## src/rtl/dct_pkg.sv

```systemverilog
// Shared sizes and types for the EEG DCT front-end controller.
package dct_pkg;
  localparam int SAMPLE_W = 8;
  localparam int COEF_W   = 18;
  localparam int N_PT     = 8;

  typedef logic signed [SAMPLE_W-1:0] sample_t;
  typedef logic signed [COEF_W-1:0]   coef_t;
  typedef sample_t [N_PT-1:0]         frame_t;
  typedef coef_t   [N_PT-1:0]         coefs_t;

  typedef enum logic [1:0] {
    IDLE = 2'd0,
    RUN  = 2'd1,
    CAPT = 2'd2
  } ctrl_state_t;
endpackage

```

## src/rtl/dct_ctrl_if.sv

```systemverilog
// Sample-in / coefficient-out stream bundle of the DCT controller.
// master = upstream sample source and downstream coefficient sink,
// slave  = the controller itself.
interface dct_ctrl_if;
  import dct_pkg::*;

  logic       in_valid;
  sample_t    in_data;
  logic       in_ready;
  logic       out_valid;
  coef_t      out_data;
  logic [2:0] out_idx;
  logic       out_last;
  logic       out_ready;

  modport master (
    output in_valid, in_data, out_ready,
    input  in_ready, out_valid, out_data, out_idx, out_last
  );

  modport slave (
    input  in_valid, in_data, out_ready,
    output in_ready, out_valid, out_data, out_idx, out_last
  );
endinterface

```

## src/rtl/dct_ctrl_obuf.sv

```systemverilog
// Coefficient buffer: holds one captured frame of DCT coefficients and
// drains it one coefficient per accepted handshake, index 0 first.
module dct_ctrl_obuf
  import dct_pkg::*;
(
  input  logic       clk,
  input  logic       rst_n,
  input  logic       i_load,
  input  coefs_t     i_coefs,
  input  logic       i_ready,
  output logic       o_valid,
  output coef_t      o_data,
  output logic [2:0] o_idx,
  output logic       o_last,
  output logic       o_done
);
  coefs_t     r_coefs;
  logic       r_full;
  logic [2:0] r_idx;
  logic       w_acc;

  assign w_acc   = r_full & i_ready;
  assign o_done  = w_acc & (r_idx == 3'd7);
  assign o_valid = r_full;
  assign o_idx   = r_idx;
  assign o_last  = r_full & (r_idx == 3'd7);
  // Gate data with full so an empty buffer presents zero rather than stale values.
  assign o_data  = r_full ? r_coefs[r_idx] : '0;

  // Coefficient storage: pure data, loaded once per frame at capture.
  always_ff @(posedge clk) begin
    if (i_load) r_coefs <= i_coefs;
  end

  // Full flag and drain index; load only ever happens while empty.
  always_ff @(posedge clk or negedge rst_n) begin
    if (!rst_n) begin
      r_full <= 1'b0;
      r_idx  <= 3'd0;
    end else if (i_load) begin
      r_full <= 1'b1;
      r_idx  <= 3'd0;
    end else if (w_acc) begin
      if (r_idx == 3'd7) begin
        r_full <= 1'b0;
        r_idx  <= 3'd0;
      end else begin
        r_idx  <= r_idx + 3'd1;
      end
    end
  end
endmodule

```

## src/rtl/dct_ctrl.sv

```systemverilog
// DCT controller: gathers 8 EEG samples, launches the external DCT core,
// captures its 8 coefficients after DCT_LAT cycles and streams them out.
// Input buffer and coefficient buffer are independent, so the next frame
// fills while the current one computes and drains.
module dct_ctrl
  import dct_pkg::*;
#(
  parameter int DCT_LAT = 3,
  parameter int FCNT_W  = 16
) (
  input  logic              clk,
  input  logic              reset,
  dct_ctrl_if.slave         bus,
  output frame_t            x_o,
  output logic              dct_en,
  output logic              dct_cs,
  output logic              dct_clk8,
  input  coefs_t            z_i,
  output logic [FCNT_W-1:0] frame_cnt,
  output logic              busy
);
  localparam logic [3:0] LAT_INIT = 4'(DCT_LAT - 1);

  ctrl_state_t       r_state;
  ctrl_state_t       w_next_state;
  logic [3:0]        r_lat;
  logic [3:0]        r_cnt;
  frame_t            r_sbuf;
  frame_t            r_x;
  logic [FCNT_W-1:0] r_frame_cnt;

  logic w_in_ready;
  logic w_in_acc;
  logic w_xfer;
  logic w_capt;
  logic w_obuf_full;
  logic w_frame_done;

  // in_ready is forced low while reset is held.
  assign w_in_ready = reset & (r_cnt < 4'd8);
  assign w_in_acc   = bus.in_valid & w_in_ready;

  assign bus.in_ready = w_in_ready;
  assign dct_clk8     = w_in_acc & (r_cnt == 4'd7);
  assign dct_en       = w_xfer;
  assign dct_cs       = w_xfer | (r_state != IDLE);
  // The core samples x_o together with dct_en, so show the buffer directly
  // in the transfer cycle; r_x keeps it stable for the rest of the compute.
  assign x_o          = w_xfer ? r_sbuf : r_x;
  assign frame_cnt    = r_frame_cnt;
  assign busy         = (r_state != IDLE) | (r_cnt != 4'd0) | w_obuf_full;

  // Sample storage: slot r_cnt takes each accepted sample.
  always_ff @(posedge clk) begin
    if (w_in_acc) r_sbuf[r_cnt[2:0]] <= bus.in_data;
  end

  // Input fill count; a transfer empties it (no accept possible then, count==8).
  always_ff @(posedge clk or negedge reset) begin
    if (!reset)        r_cnt <= 4'd0;
    else if (w_xfer)   r_cnt <= 4'd0;
    else if (w_in_acc) r_cnt <= r_cnt + 4'd1;
  end

  // Frame held toward the core for the duration of the compute.
  always_ff @(posedge clk or negedge reset) begin
    if (!reset)      r_x <= '0;
    else if (w_xfer) r_x <= r_sbuf;
  end

  // Compute FSM state register.
  always_ff @(posedge clk or negedge reset) begin
    if (!reset) r_state <= IDLE;
    else        r_state <= w_next_state;
  end

  // Compute FSM next state: launch only into an empty coefficient buffer.
  always_comb begin
    w_next_state = r_state;
    w_xfer       = 1'b0;
    w_capt       = 1'b0;
    case (r_state)
      IDLE: begin
        if ((r_cnt == 4'd8) && !w_obuf_full) begin
          w_xfer       = 1'b1;
          w_next_state = RUN;
        end
      end
      RUN: begin
        if (r_lat == 4'd0) w_next_state = CAPT;
      end
      CAPT: begin
        w_capt       = 1'b1;
        w_next_state = IDLE;
      end
      default: w_next_state = IDLE;
    endcase
  end

  // Core latency counter, loaded at launch and counted down while running.
  always_ff @(posedge clk or negedge reset) begin
    if (!reset)
      r_lat <= 4'd0;
    else if (w_xfer)
      r_lat <= LAT_INIT;
    else if ((r_state == RUN) && (r_lat != 4'd0))
      r_lat <= r_lat - 4'd1;
  end

  // Count frames whose last coefficient has been accepted downstream.
  always_ff @(posedge clk or negedge reset) begin
    if (!reset)            r_frame_cnt <= '0;
    else if (w_frame_done) r_frame_cnt <= r_frame_cnt + FCNT_W'(1);
  end

  dct_ctrl_obuf u_obuf (
    .clk     (clk),
    .rst_n   (reset),
    .i_load  (w_capt),
    .i_coefs (z_i),
    .i_ready (bus.out_ready),
    .o_valid (w_obuf_full),
    .o_data  (bus.out_data),
    .o_idx   (bus.out_idx),
    .o_last  (bus.out_last),
    .o_done  (w_frame_done)
  );

  assign bus.out_valid = w_obuf_full;
endmodule

```

## src/flat_wrapper.sv

```systemverilog
// flat-port wrapper written by rule: the top's interface ports become plain ports
module dct_ctrl_flat import dct_pkg::*;
#(
  parameter int DCT_LAT = 3,
  parameter int FCNT_W  = 16
)
  (clk, reset, x_o, dct_en, dct_cs, dct_clk8, z_i, frame_cnt, busy, bus_in_valid, bus_in_data, bus_out_ready, bus_in_ready, bus_out_valid, bus_out_data, bus_out_idx, bus_out_last);
  dct_ctrl_if bus_i ();
  input  logic clk;
  input  logic reset;
  output frame_t x_o;
  output logic dct_en;
  output logic dct_cs;
  output logic dct_clk8;
  input  coefs_t z_i;
  output logic [FCNT_W-1:0] frame_cnt;
  output logic busy;
  input wire logic [$bits(bus_i.in_valid)-1:0] bus_in_valid;
  input wire logic [$bits(bus_i.in_data)-1:0] bus_in_data;
  input wire logic [$bits(bus_i.out_ready)-1:0] bus_out_ready;
  output wire logic [$bits(bus_i.in_ready)-1:0] bus_in_ready;
  output wire logic [$bits(bus_i.out_valid)-1:0] bus_out_valid;
  output wire logic [$bits(bus_i.out_data)-1:0] bus_out_data;
  output wire logic [$bits(bus_i.out_idx)-1:0] bus_out_idx;
  output wire logic [$bits(bus_i.out_last)-1:0] bus_out_last;
  assign bus_i.in_valid = bus_in_valid;
  assign bus_i.in_data = bus_in_data;
  assign bus_i.out_ready = bus_out_ready;
  assign bus_in_ready = bus_i.in_ready;
  assign bus_out_valid = bus_i.out_valid;
  assign bus_out_data = bus_i.out_data;
  assign bus_out_idx = bus_i.out_idx;
  assign bus_out_last = bus_i.out_last;
  dct_ctrl #(.DCT_LAT(DCT_LAT), .FCNT_W(FCNT_W)) u_core (.clk(clk), .reset(reset), .bus(bus_i), .x_o(x_o), .dct_en(dct_en), .dct_cs(dct_cs), .dct_clk8(dct_clk8), .z_i(z_i), .frame_cnt(frame_cnt), .busy(busy));
endmodule
```

## config.mk

```make
export PLATFORM = sky130hd
export DESIGN_NAME = dct_ctrl_flat
export DESIGN_NICKNAME = d
export VERILOG_FILES = /design/src/rtl/dct_pkg.sv /design/src/rtl/dct_ctrl_if.sv /design/src/rtl/dct_ctrl_obuf.sv /design/src/rtl/dct_ctrl.sv /design/src/flat_wrapper.sv
export SDC_FILE = /design/constraint.sdc
export NUM_CORES = 1
export LEC_CHECK = 0
export ABC_AREA = 1
export BUFFER_PORTS_ARGS = -buffer_cell sky130_fd_sc_hd__buf_2
export CORE_MARGIN = 5
export CORE_UTILIZATION = 45
export CTS_CLUSTER_SIZE = 20
export DETAILED_ROUTE_END_ITERATION = 10
export GPL_TIMING_DRIVEN = 0
export PLACE_DENSITY = 0.68
export REMOVE_ABC_BUFFERS = 1
export SETUP_SLACK_MARGIN = 0.3
export SLEW_MARGIN = 10
export SYNTH_ARGS = -nofsm -noshare
export SYNTH_HDL_FRONTEND = slang
export SYNTH_SLANG_ARGS = --single-unit
export TNS_END_PERCENT = 50
```

## constraint.sdc

```tcl
create_clock -name clk -period 10.3 [get_ports clk]
set_input_delay 2.06 -clock clk [delete_from_list [all_inputs] [get_ports clk]]
set_output_delay 2.06 -clock clk [all_outputs]
set_load 0.01 [all_outputs]
```

# [Word level (Yosys, flattened, before mapping)]
# Cells that the tools add are included.
[word_totals] reg_bits=302 in_bits=156 out_inout_bits=108 wordCells=92
[classes] addsub=4 n_lt_le_gt_ge=4 eq_ne=7 mux=23 bitwise_logic=9 reduce_logical=15
[ops] operator="$bwmux 64" count=1
[ops] operator="$mux 64" count=1
[ops] operator="$bmux 18 s3" count=1
[ops] operator="$mux 18" count=2
[ops] operator="$demux 8 s3" count=1
[ops] operator="$add 16x1->16 const B" count=1
[ops] operator="$mux 4" count=4
[ops] operator="$reduce_bool 2->1" count=5
[ops] operator="$mux 3" count=3
[ops] operator="$lt 3x4->1 const B" count=2
[ops] operator="$mux 8" count=1
[ops] operator="$reduce_bool 4->1" count=2
[ops] operator="$and 1x1->1" count=6
[ops] operator="$mux 1" count=6
[ops] operator="$add 4x1->4 const B" count=1
[ops] operator="$eq 4x3->1 const B" count=1
[ops] operator="$eq 4x4->1 const B" count=1
[ops] operator="$logic_not 4->1" count=1
[ops] operator="$lt 4x4->1 const B" count=1
[ops] operator="$mux 2" count=2
[ops] operator="$ne 2x1->1 const B" count=2
[ops] operator="$pmux 2 s2" count=1
[ops] operator="$reduce_and 2->1" count=2
[ops] operator="$sub 4x1->4 const B" count=1
[ops] operator="9 further kinds" count=13

# [Logic depth before layout (Yosys ltp)]
# Gate-level depths: netlist of run 1.
[logic_depth] ltp_word=5 depth_mapped=10 ltp_nobuf=9

# [By module]
# From an unflattened synthesis of run 1, not the netlist that was laid out.
[hier_totals] hier_cells=1157 area_unflattened_um2=12290.5
[modules_own_cells] module="dct_ctrl_obuf" n_inst=1 cells_each=650 area_per_inst_um2=6573.8 seq_area_each_um2=4424.2
[modules_own_cells] module="dct_ctrl" n_inst=1 cells_each=507 area_per_inst_um2=5716.7 seq_area_each_um2=4174.0

# [Worst setup path before layout of run 1]
# OpenSTA, ideal clock, no wires.
[synth_path] path_type="register to register" from="register u_core.r_state[1]" to="register u_core.u_obuf.r_idx[0] (netlist: u_core.u_obuf.o_idx[0])" setup_time_ns=0.135 arrival_time_ns=7.467 required_time_ns=10.165 setup_slack_ns=2.698 stages_incl_launch_ff=6 path_buffers=0 period_less_slack_ns=7.602 path_cell_list="dfrtp_1 > inv_1 > nor2_1 > inv_1 > nand4_1 > o21ai_0"
[synth_via] elab_chain_len=3 word_cells_on_any_way=4 classes_between="eq/ne: 1; mux: 2; reduce/logical: 1"
[synth_lines] element="start: declaration" line="dct_ctrl.sv:24" text="ctrl_state_t r_state;"
[synth_lines] element="start signal: assignment" line="dct_ctrl.sv:74" text="else r_state <= w_next_state;"
[synth_lines] element="$eq 2x2->1 *" line="dct_ctrl.sv:82" text="case (r_state)"
[synth_lines] element="$mux 1 *" line="dct_ctrl.sv:82"
[synth_lines] element="net u_core.u_obuf.i_load" line="dct_ctrl_obuf.sv:8" text="input logic i_load,"
[synth_lines] element="$mux 3 / $reduce_bool 2->1 (equally long branches)"
[synth_lines] element="end signal: assignment" line="dct_ctrl_obuf.sv:48" text="r_idx <= r_idx + 3'd1;"
[synth_lines] element="end: declaration" line="dct_ctrl_obuf.sv:19" text="logic [2:0] r_idx;"
# The timed path passes the listed nets; every way through them passes the cells marked *.
# A chain may end at the register's enable or synchronous reset.

# [Worst setup path in the final report of run 1]
[layout_path] from="input reset" to="output dct_clk8"
[layout_via] elab_chain_len=3
[layout_lines] element="start: declaration" line="flat_wrapper.sv:10" text="input logic reset;"
[layout_lines] element="$and 1x1->1" line="dct_ctrl.sv:40" text="assign w_in_ready = reset & (r_cnt < 4'd8);"
[layout_lines] element="$and 1x1->1" line="dct_ctrl.sv:41" text="assign w_in_acc = bus.in_valid & w_in_ready;"
[layout_lines] element="$and 1x1->1" line="dct_ctrl.sv:44" text="assign dct_clk8 = w_in_acc & (r_cnt == 4'd7);"
[layout_lines] element="end: declaration" line="flat_wrapper.sv:14" text="output logic dct_clk8;"
# No other way between the ends.

==> flow_summary.toml, run 1 <==
[clock_tree]
clk_latency_ps = 510
cts_sinks = 302
post_cts_buffers = 0
cts_hold_buf = 0
cts_tree = "yes"
root_buffer = "clkbuf_16"
clk_pin_slew_ps = 60
numCtsBuffers = 34
clockBufferDepth = 3
cts-htree-levels = 2
ctsResizeCount = 0

[worst_setup_path]
cpMaxStageDelayCell = "buf_4"
cp.required_ps = 8240
reg2reg_to = "u_core.r_x[31]"
worst-path-buf-inv = 6
r2r_start = "u_core.u_obuf.o_valid"
crit_family = "buffers and inverters"
cpMostUsedCell = "inv_1"
slowest_delay_ps = 500
critPathKind = "input pin to primary output"
cp_max_fo = 50
endpoint_kind = "primary output"
path_cells = "buf_4 -> buf_16 -> inv_1 -> nor2_1 -> nand2_1 -> inv_1 -> nand3_1 -> inv_1 -> buf_2"
crit_arrival_ps = 3790
rrSetupSlack_ps = 7090
start_kind = "input pin"
r2r_cells = 6

[floorplan]
die_h_microns = 170.4
die_x_microns = 170.4
die_area_sq_um = 29020
start_util = 0.4582
num_io_pins = 264
coreArea_sq_um = 25250
rows = 58

[global_routing]
gr-total-overflow = 0
grt_max_degree = 76
antenna_found_initial = 6
grt_pass1_wl_microns = 41860
grt_usage = 0.1844
grt_pass1_vias = 7740

[timing]
fin_crit_ps = 5851
max_freq_mhz = 170.9
hold_violations = 0
finalClockSkew_ps = 16.51
relSlewSlack = 0.1637
rsz0062_at_grt = "no"
setup_violations = 0
fin_crit_sh = 0.5681
tightest_slew_ps = 1250
maxSlewViolCount = 0
holdWs_ps = 459.1

[hold_path]
holdPathEnd = "u_core.r_x[32]"
holdPathStages = 2
hold_path.class = "flop to flop"
worstHoldStart = "u_core.r_sbuf[32]"

[routing]
routedWlPerCell_microns = 16.93
drt_wl_total_microns = 27430
vias_per_cell = 4.933
drcViolationCount = 0
vias = 7991
drt_iter0_markers = 495
ant_nets = 0
drtPass1Iterations = 5

[synth]
ys_seq_area_frac = 0.7430
syn_area_sq_um = 11570
netlist_instances = 993
yosysUniqueCellTypes = 25
avgSynthCellArea_sq_um = 11.65
ys_ff_latch = 302
ys.warnings.count = 0

[run]
max-cap-violations = 0

[power_and_ir_drop]
p_int_w = 0.002213
seq_power_share = 0.456
switching_share = 0.2841
p_switching_w = 0.0008781
p_clk_frac = 0.375
ir_worst_vdd_v = 0.0001767
combPwrFrac = 0.169
p_leak_nw = 6.472
powerDensity_nw_per_um2 = 214.4

[final_layout]
layout_commonest_cell = "nand2_1"
syn_to_final_growth_pct = 24.55
nets = 1421
layout_common_cells = "266 x nand2_1, 262 x buf_2, 208 x edfxtp_1"
stdcell_count = 1620
drive_gt1_frac = 0.2609
fillers = 2143

[place]
io_buffers = 263
placed_cells = 1552
hpwl_microns = 17630
place_congestion = 0.7605

[run_status]
status = "completed"
-- sequential cells by signal, summed over array words and instances, names as in the netlist --
register               count
u_core.u_obuf.o_valid      1
u_core.u_obuf.r_coefs    144
u_core.r_sbuf             64
u_core.u_obuf.o_idx        3
u_core.r_lat               4
u_core.frame_cnt          16
u_core.r_cnt               4
u_core.r_state             2
u_core.r_x                64
-- cells by family after synthesis --
group / after synthesis / synth area share
and+or+nand+nor: 498 / 0.1681
DFF: 302 / 0.7430
AOI/OAI and AO/OA: 99 / 0.04303
buffers and inverters: 75 / 0.02919
xor gates and xnor gates: 12 / 0.009082
adders and majority gates: 7 / 0.007568
-- metal layers --
layer  global-route usage  up-vias  share of wire  wire, microns
met5                    0        -              0              0
met4              0.06563        0          0.029            801
met3              0.03391       56          0.058           1604
met2               0.3090      232           0.50          13680
met1               0.2428     3840           0.41          11340
li1                     -     3863              -              -
-- how the worst max path moves through the flow --
stage,from,end,slack (ps),cells after the start
final,reset,dct_clk8,4450,9
after global placement,u_core.r_state[1],u_core.u_obuf.o_idx[0],-140,5
after detailed placement,reset,dct_clk8,4440,9
after global routing,u_core.u_obuf.o_valid,x_o[16],4110,7
after floorplan,u_core.r_state[1],u_core.u_obuf.o_idx[0],2680,5
after CTS,u_core.u_obuf.o_valid,x_o[31],4380,7
-- cell type report --
cell class / instances / area (sq um) / area share
sequential: 302 / 8605 / 0.5970
tap: 330 / 412.9 / 0.02865
timing repair buffer: 272 / 1521 / 0.1056
clock inverter: 17 / 153.9 / 0.01068
inverter: 32 / 121.4 / 0.008420
multi-input combinational: 616 / 2651 / 0.1839
antenna: 6 / 15.01 / 0.001042
clock buffer: 45 / 933.4 / 0.06476
-- power groups by stage --
stage	registers, W	clock network, W	logic, W
after global placement	0.00147	0	0.000474
after global routing	0.00142	0.00125	0.000595
after floorplan	0.00141	0	0.000292
final	0.00141	0.00116	0.000521
after CTS	0.00141	0.00119	0.000533
after detailed placement	0.00144	0	0.000531
-- cells in the mapped netlist, drive strengths merged --
| library cell | n | share of area |
|---|---|---|
| a21oi | 2 | 0.00086 |
| buf | 26 | 0.013 |
| clkbuf | 17 | 0.0057 |
| dfrtp | 94 | 0.20 |
| edfxtp | 208 | 0.54 |
| ha | 7 | 0.0076 |
| inv | 32 | 0.010 |
| nand2 | 266 | 0.086 |
| nand3 | 31 | 0.014 |
| nand3b | 2 | 0.0013 |
| nand4 | 3 | 0.0016 |
| nor2 | 194 | 0.064 |
| nor3 | 2 | 0.00086 |
| o211ai | 1 | 0.00065 |
| o21ai | 96 | 0.042 |
| xnor2 | 5 | 0.0038 |
| xor2 | 7 | 0.0053 |
-- through the flow --
step                      instance area, sq um  power [W]  setup TNS [ps]  setup slack, ps    util
after CTS                                14400   0.003135               0             4379  0.5701
after detailed placement                 13310   0.001969               0             4441  0.5271
after global routing                     14410   0.003259               0             4113  0.5707
after global placement                   13080   0.001946          -234.6           -136.6  0.5181
after floorplan                          11350   0.001706               0             2677       -
final                                    14410   0.003091               0             4449  0.5707
-- worst reg2reg max path, delay by kind of cell (launching register included) --
kind | cells | cell delay, ps
buf+inv | 2 | 1160
flops | 1 | 850
simple gates | 4 | 1130
Note: power is estimated with default switching activity, not from simulation.
==> run 2: changes to the inputs <==
--- a/config.mk
+++ b/config.mk
@@ -5,14 +5,14 @@
 export SDC_FILE = /design/constraint.sdc
 export NUM_CORES = 1
 export LEC_CHECK = 0
-export ABC_AREA = 1
+export ABC_AREA = 0
 export BUFFER_PORTS_ARGS = -buffer_cell sky130_fd_sc_hd__buf_2
 export CORE_MARGIN = 5
 export CORE_UTILIZATION = 45
 export CTS_CLUSTER_SIZE = 20
 export DETAILED_ROUTE_END_ITERATION = 10
 export GPL_TIMING_DRIVEN = 0
-export PLACE_DENSITY = 0.68
+export PLACE_DENSITY = 0.69
 export REMOVE_ABC_BUFFERS = 1
 export SETUP_SLACK_MARGIN = 0.3
 export SLEW_MARGIN = 10
==> constraint.sdc (replaced) <==
create_clock -name clk -period 5.91 [get_ports clk]
set_input_delay 1.182 -clock clk [delete_from_list [all_inputs] [get_ports clk]]
set_output_delay 1.182 -clock clk [all_outputs]
set_load 0.01 [all_outputs]
==> run 2 against run 1 <==
Largest cell class unchanged. Register-to-register slack got worse by 3900 ps. Via count fell by 12%. Total power rose by 110%. Highest routed layer unchanged. Clock power rose by 84%. Final cell count fell by 13%. Largest power group unchanged.
==> flow_summary.toml, run 2 <==
[place]
placed_area_sq_um = 13220
io_buffers = 263
placed_cells = 1341
place_congestion = 0.7780
hpwl_microns = 18300

[synth]
ys.flop_type = "edfxtp_1"
synth.top_cell.area_share = 0.5439
yosysMostFrequentCell = "nand2_1"
synth-edff-count = 208
yosysUniqueCellTypes = 41
syn_area_sq_um = 11480
synth_area_leaders = "edfxtp_1 54%, dfrtp_1 20%, nand2_1 7.6%"
ys_seq_area_frac = 0.7487
async_reset_ff_frac = 0.3113
yosys.area.top_type = "edfxtp_1"
avgSynthCellArea_sq_um = 14.89
netlist_instances = 771
synthTopCellsByCount = "231 x nand2_1, 208 x edfxtp_1, 94 x dfrtp_1, 22 x inv_1, 21 x a21oi_1"
ys_ff_latch = 302
ys.warnings.count = 0

[power_and_ir_drop]
switching_share = 0.2966
powerDensity_nw_per_um2 = 459.0
p_clk_frac = 0.324
combPwrFrac = 0.247
p_switching_w = 0.001958
seq_power_share = 0.429
ir_worst_vdd_v = 0.0004824
p_leak_nw = 6.186
p_int_w = 0.004644

[hold_path]
holdPathEnd = "u_core.r_x[34]"
holdPathStages = 2
hold_path.class = "flop to flop"
worstHoldStart = "u_core.r_sbuf[34]"

[timing]
finalClockSkew_ps = 26.96
setup_violations = 0
fin_crit_sh = 0.7493
maxSlewViolCount = 0
rsz0062_at_grt = "no"
hold_violations = 0
holdWs_ps = 460.3
max_freq_mhz = 225.8
relSlewSlack = 0.2379
fin_crit_ps = 4429
tightest_slew_ps = 1134

[run]
max-cap-violations = 0

[global_routing]
grt_usage = 0.1871
grt_max_degree = 77
grt_pass1_wl_microns = 41760
gr-total-overflow = 0
antenna_found_initial = 4
grt_pass1_vias = 7326

[final_layout]
layout_commonest_cell = "buf_2"
fillers = 2013
largest_reg_flops = 144
drive_gt1_frac = 0.3508
stdcell_area_sq_um = 14390
syn_to_final_growth_pct = 25.27
top_register = "u_core.u_obuf.r_coefs"
stdcell_count = 1404
layout_common_cells = "262 x buf_2, 231 x nand2_1, 208 x edfxtp_1"
nets = 1207

[worst_setup_path]
rrSetupSlack_ps = 3140
cp.required_ps = 4730
crit_arrival_ps = 3250
r2r_cells = 5
endpoint_kind = "primary output"
cp_max_fo = 71
reg2reg_to = "u_core.r_cnt[1]"
r2r_start = "u_core.u_obuf.o_valid"
start_kind = "flop"
critPathKind = "flop to primary output"

[clock_tree]
cts-htree-levels = 1
cts_sinks = 302
ctsResizeCount = 0
clk_latency_ps = 560
cts_hold_buf = 0
clk_pin_slew_ps = 60
clockBufferDepth = 3
numCtsBuffers = 31
cts_tree = "yes"
post_cts_buffers = 0
root_buffer = "clkbuf_16"

[floorplan]
start_util = 0.4560
die_area_sq_um = 28810
die_h_microns = 169.7
die_x_microns = 169.7
rows = 58
coreArea_sq_um = 25180
num_io_pins = 264

[routing]
ant_nets = 0
drcViolationCount = 0
drt_iter0_markers = 607
vias_per_cell = 5.013
vias = 7038
drt_wl_total_microns = 27130
routedWlPerCell_microns = 19.32
drtPass1Iterations = 5

[run_status]
status = "completed"
==> run 2: worst max-delay path, cell delays in order, from the launching register on <==
cell and delay, ps:
dfrtp_2 840, nor3b_4 120, nand3_4 270, clkinv_2 830, nand2_1 310, nand2_1 130, buf_2 170
==> run 2: worst max-delay path by stage <==
stage	depth (start not counted)	slack, ps	end	startpoint
finish	6	1480	x_o[21]	u_core.u_obuf.o_valid
global route	8	1230	x_o[39]	u_core.r_cnt[1]
CTS	6	970	x_o[12]	u_core.u_obuf.o_valid
detailed placement	6	1610	x_o[12]	u_core.u_obuf.o_valid
global placement	1	-4210	u_core.u_obuf.r_coefs[105]	u_core.r_state[0]
floorplan	1	-1650	u_core.u_obuf.r_coefs[0]	u_core.r_state[0]
==> run 2: power by group through the flow <==
stage | logic [W] | clock network (W) | registers [W]
2_1_floorplan | 0.000898 | 0 | 0.00287
3_3_place_gp | 0.00150 | 0 | 0.00297
3_5_place_dp | 0.00165 | 0 | 0.00288
4_1_cts | 0.00167 | 0.00218 | 0.00284
5_1_grt | 0.00181 | 0.00228 | 0.00287
6_report | 0.00163 | 0.00214 | 0.00283
==> run 2: routing by layer <==
metal	wire, microns	vias up	global-route usage
met1	11220	3494	0.2513
met4	686	0	0.05250
li1	-	3277	-
met2	13480	221	0.3149
met5	0	-	0
met3	1737	46	0.03541
==> run 2: kinds of logic after synthesis <==
group,synth area share
flip-flops,0.7487
AND/OR/NAND/NOR,0.1068
buffers and inverters,0.02887
multiplexers,0.06951
AO/OA/AOI/OAI,0.02397
XOR/XNOR,0.01449
adder cells (fa/ha/maj),0.007627
==> run 2: final cells by class <==
cell class,count,area (sq um),share of cell area
diodes,5,12.51,0.0008698
clock buffers,45,930.9,0.06471
clock inverters,13,216.5,0.01505
inverters,23,87.58,0.006089
multi-input cells,413,2576,0.1791
flip-flops and latches,302,8605,0.5982
well taps,330,412.9,0.02870
repair buffers,273,1544,0.1073
==> run 2: stage by stage <==
stage,util,total power [W],TNS (ps),setup slack [ps]
2_1_floorplan,-,0.003768,-242940,-1650
6_report,0.5713,0.006602,0,1481
3_3_place_gp,0.5150,0.004479,-620370,-4207
4_1_cts,0.5705,0.006679,0,971.0
3_5_place_dp,0.5249,0.004531,0,1606
5_1_grt,0.5713,0.006969,0,1233
==> run 3: changes to the inputs <==
--- a/config.mk
+++ b/config.mk
@@ -5,14 +5,14 @@
 export SDC_FILE = /design/constraint.sdc
 export NUM_CORES = 1
 export LEC_CHECK = 0
-export ABC_AREA = 0
+export ABC_AREA = 1
 export BUFFER_PORTS_ARGS = -buffer_cell sky130_fd_sc_hd__buf_2
 export CORE_MARGIN = 5
 export CORE_UTILIZATION = 45
 export CTS_CLUSTER_SIZE = 20
 export DETAILED_ROUTE_END_ITERATION = 10
 export GPL_TIMING_DRIVEN = 0
-export PLACE_DENSITY = 0.69
+export PLACE_DENSITY = 0.71
 export REMOVE_ABC_BUFFERS = 1
 export SETUP_SLACK_MARGIN = 0.3
 export SLEW_MARGIN = 10
==> constraint.sdc (replaced) <==
create_clock -name clk -period 3.6 [get_ports clk]
set_input_delay 0.72 -clock clk [delete_from_list [all_inputs] [get_ports clk]]
set_output_delay 0.72 -clock clk [all_outputs]
set_load 0.01 [all_outputs]
==> run 3 against run 2 <==
Via count rose by 13%. Core utilization down 0.27 points. Critical path depth up 2. Sequential cell count unchanged. Sequential power up 40%.
==> flow_summary.toml, run 3 (same netlist as run 1, synthesis figures left out) <==
[power_and_ir_drop]
ir_worst_vdd_v = 0.0003838
p_leak_nw = 6.437
powerDensity_nw_per_um2 = 595.4

[final_layout]
layout_commonest_cell = "nand2_1"
layout_common_cells = "266 x nand2_1, 262 x buf_2, 208 x edfxtp_1"
top_register = "u_core.u_obuf.r_coefs"
nets = 1423
syn_to_final_growth_pct = 24.08
drive_gt1_frac = 0.2596
largest_reg_flops = 144

[timing]
fin_crit_ps = 3122
finalClockSkew_ps = 15.98
setup_violations = 0
holdWs_ps = 29.37
final.setup.worst_slack_ps = 478.1
relSlewSlack = 0.3781
max_freq_mhz = 320.3
maxSlewViolCount = 0
hold_violations = 0
fin_crit_sh = 0.8672
tightest_slew_ps = 929.3
tns_ps = 0
rsz0062_at_grt = "no"

[routing]
drcViolationCount = 0
drtPass1Iterations = 5
vias_per_cell = 4.910
vias = 7934
top_layer = "met4"
drt-met1-wl_microns = 11320
route.met3.wl_microns = 1867
drt_iter0_markers = 617
routedWlPerCell_microns = 17.18
drt_wl_total_microns = 27760
ant_nets = 0
wl_met2_microns = 13750

[clock_tree]
clk_latency_ps = 550
root_buffer = "clkbuf_16"
cts_sinks = 302
cts_hold_buf = 0
numCtsBuffers = 31
cts_tree = "yes"
clk_pin_slew_ps = 60
cts-htree-levels = 1
clockBufferDepth = 3

[worst_setup_path]
path_cells = "buf_12 -> inv_2 -> nor2_1 -> o21ai_0 -> nand3_1 -> nand2_1 -> nor2_1 -> buf_2"
crit_arrival_ps = 2400
cp_max_fo = 42
slowest_delay_ps = 590
start_kind = "flop"
cpMostUsedCell = "nor2_1"
endpoint_kind = "primary output"
critPathKind = "flop to primary output"
cp.required_ps = 2880
cpMaxStageDelayCell = "dfrtp_2"

[place]
dp_slack_ps = 86.07
io_buffers = 263
place_congestion = 0.7623
hpwl_microns = 17950

[hold_path]
hold_path.class = "input pin to asynchronous set/reset pin"

[global_routing]
antenna_found_initial = 6
grt_max_degree = 75
grt_usage = 0.1868
gr-total-overflow = 0
grt_pass1_wl_microns = 42940
grt_pass1_vias = 7889

[run_status]
status = "completed"

[floorplan]
die_x_microns = 170.4
rows = 58
num_io_pins = 264
die_area_sq_um = 29020
coreArea_sq_um = 25250
die_h_microns = 170.4
start_util = 0.4582

[run]
max-cap-violations = 0
run 3: cell count changes in the layout (fill, tap and decap cells not counted), sizes merged, moves of 5 or more:
cell	before	now
o21ai	1	96
bufinv	6	1
mux2i	19	0
mux2	18	0
a21oi	21	2
nand2	231	266
xnor2	10	5
nand3	10	31
nor2	16	194
mux4	18	0
clkbuf	45	40
o211ai	19	1
inv	23	33
nor2b	5	0
run 3: worst max-delay path, delay by kind of cell (launching register included):
family | cells | cell delay, ps
AND/OR/NAND/NOR | 4 | 460
flip-flops | 1 | 590
AO/OA/AOI/OAI | 1 | 90
buffers and inverters | 3 | 660
run 3: cell type report:
class / instances / area, sq um
fill: 2097 / 10900
sequential: 302 / 8608
multi-input combinational: 616 / 2651
timing repair buffer: 277 / 1615
clock buffer: 40 / 829.5
tap: 330 / 412.9
inverter: 32 / 141.4
clock inverter: 12 / 82.58
antenna: 7 / 17.52
run 3: timing repair:
item,CTS,global route
cloned,0,0
buffers inserted,1,4
resized for setup,5,4
hold endpoints to repair,0,0
setup endpoints to repair,83,82
pin swaps,0,1
run 3: worst paths after layout:
check                                             from                        end  slack [ps]  cells past startpoint
worst min-delay path                             reset     u_core.u_obuf.o_idx[0]          30                      1
worst min register to register        u_core.r_sbuf[5]              u_core.r_x[5]         460                      2
max in group asynchronous                        reset            u_core.r_lat[3]        2920                      2
worst max-delay path            u_core.u_obuf.o_idx[1]           bus_out_data[14]         480                      8
min in group clk                               z_i[74]  u_core.u_obuf.r_coefs[74]         340                      1
worst max register to register  u_core.u_obuf.o_idx[0]       u_core.frame_cnt[13]        1330                     10
run 3: routing by layer:
metal  GRT usage  vias to the layer above
met1      0.2481                     3768
li1            -                     3853
met4     0.06424                        0
met2      0.3165                      261
met5           0                        -
met3     0.02811                       52
run 3: power breakdown:
group	internal, W	switching, W
registers	0.00376	0.000200
clock network	0.00167	0.00124
logic	0.000643	0.00103
total	0.00608	0.00247
run 3: stage by stage:
step / instances / instance area, sq um / power (W) / util
final: 1616 / 14360 / 0.008549 / 0.5686
after global routing: 1615 / 14360 / 0.008989 / 0.5685
after CTS: 1605 / 14260 / 0.008604 / 0.5649
after detailed placement: 1552 / 13320 / 0.005634 / 0.5275
after global placement: 1543 / 13080 / 0.005562 / 0.5181
after floorplan: 950 / 11350 / 0.004882 / -
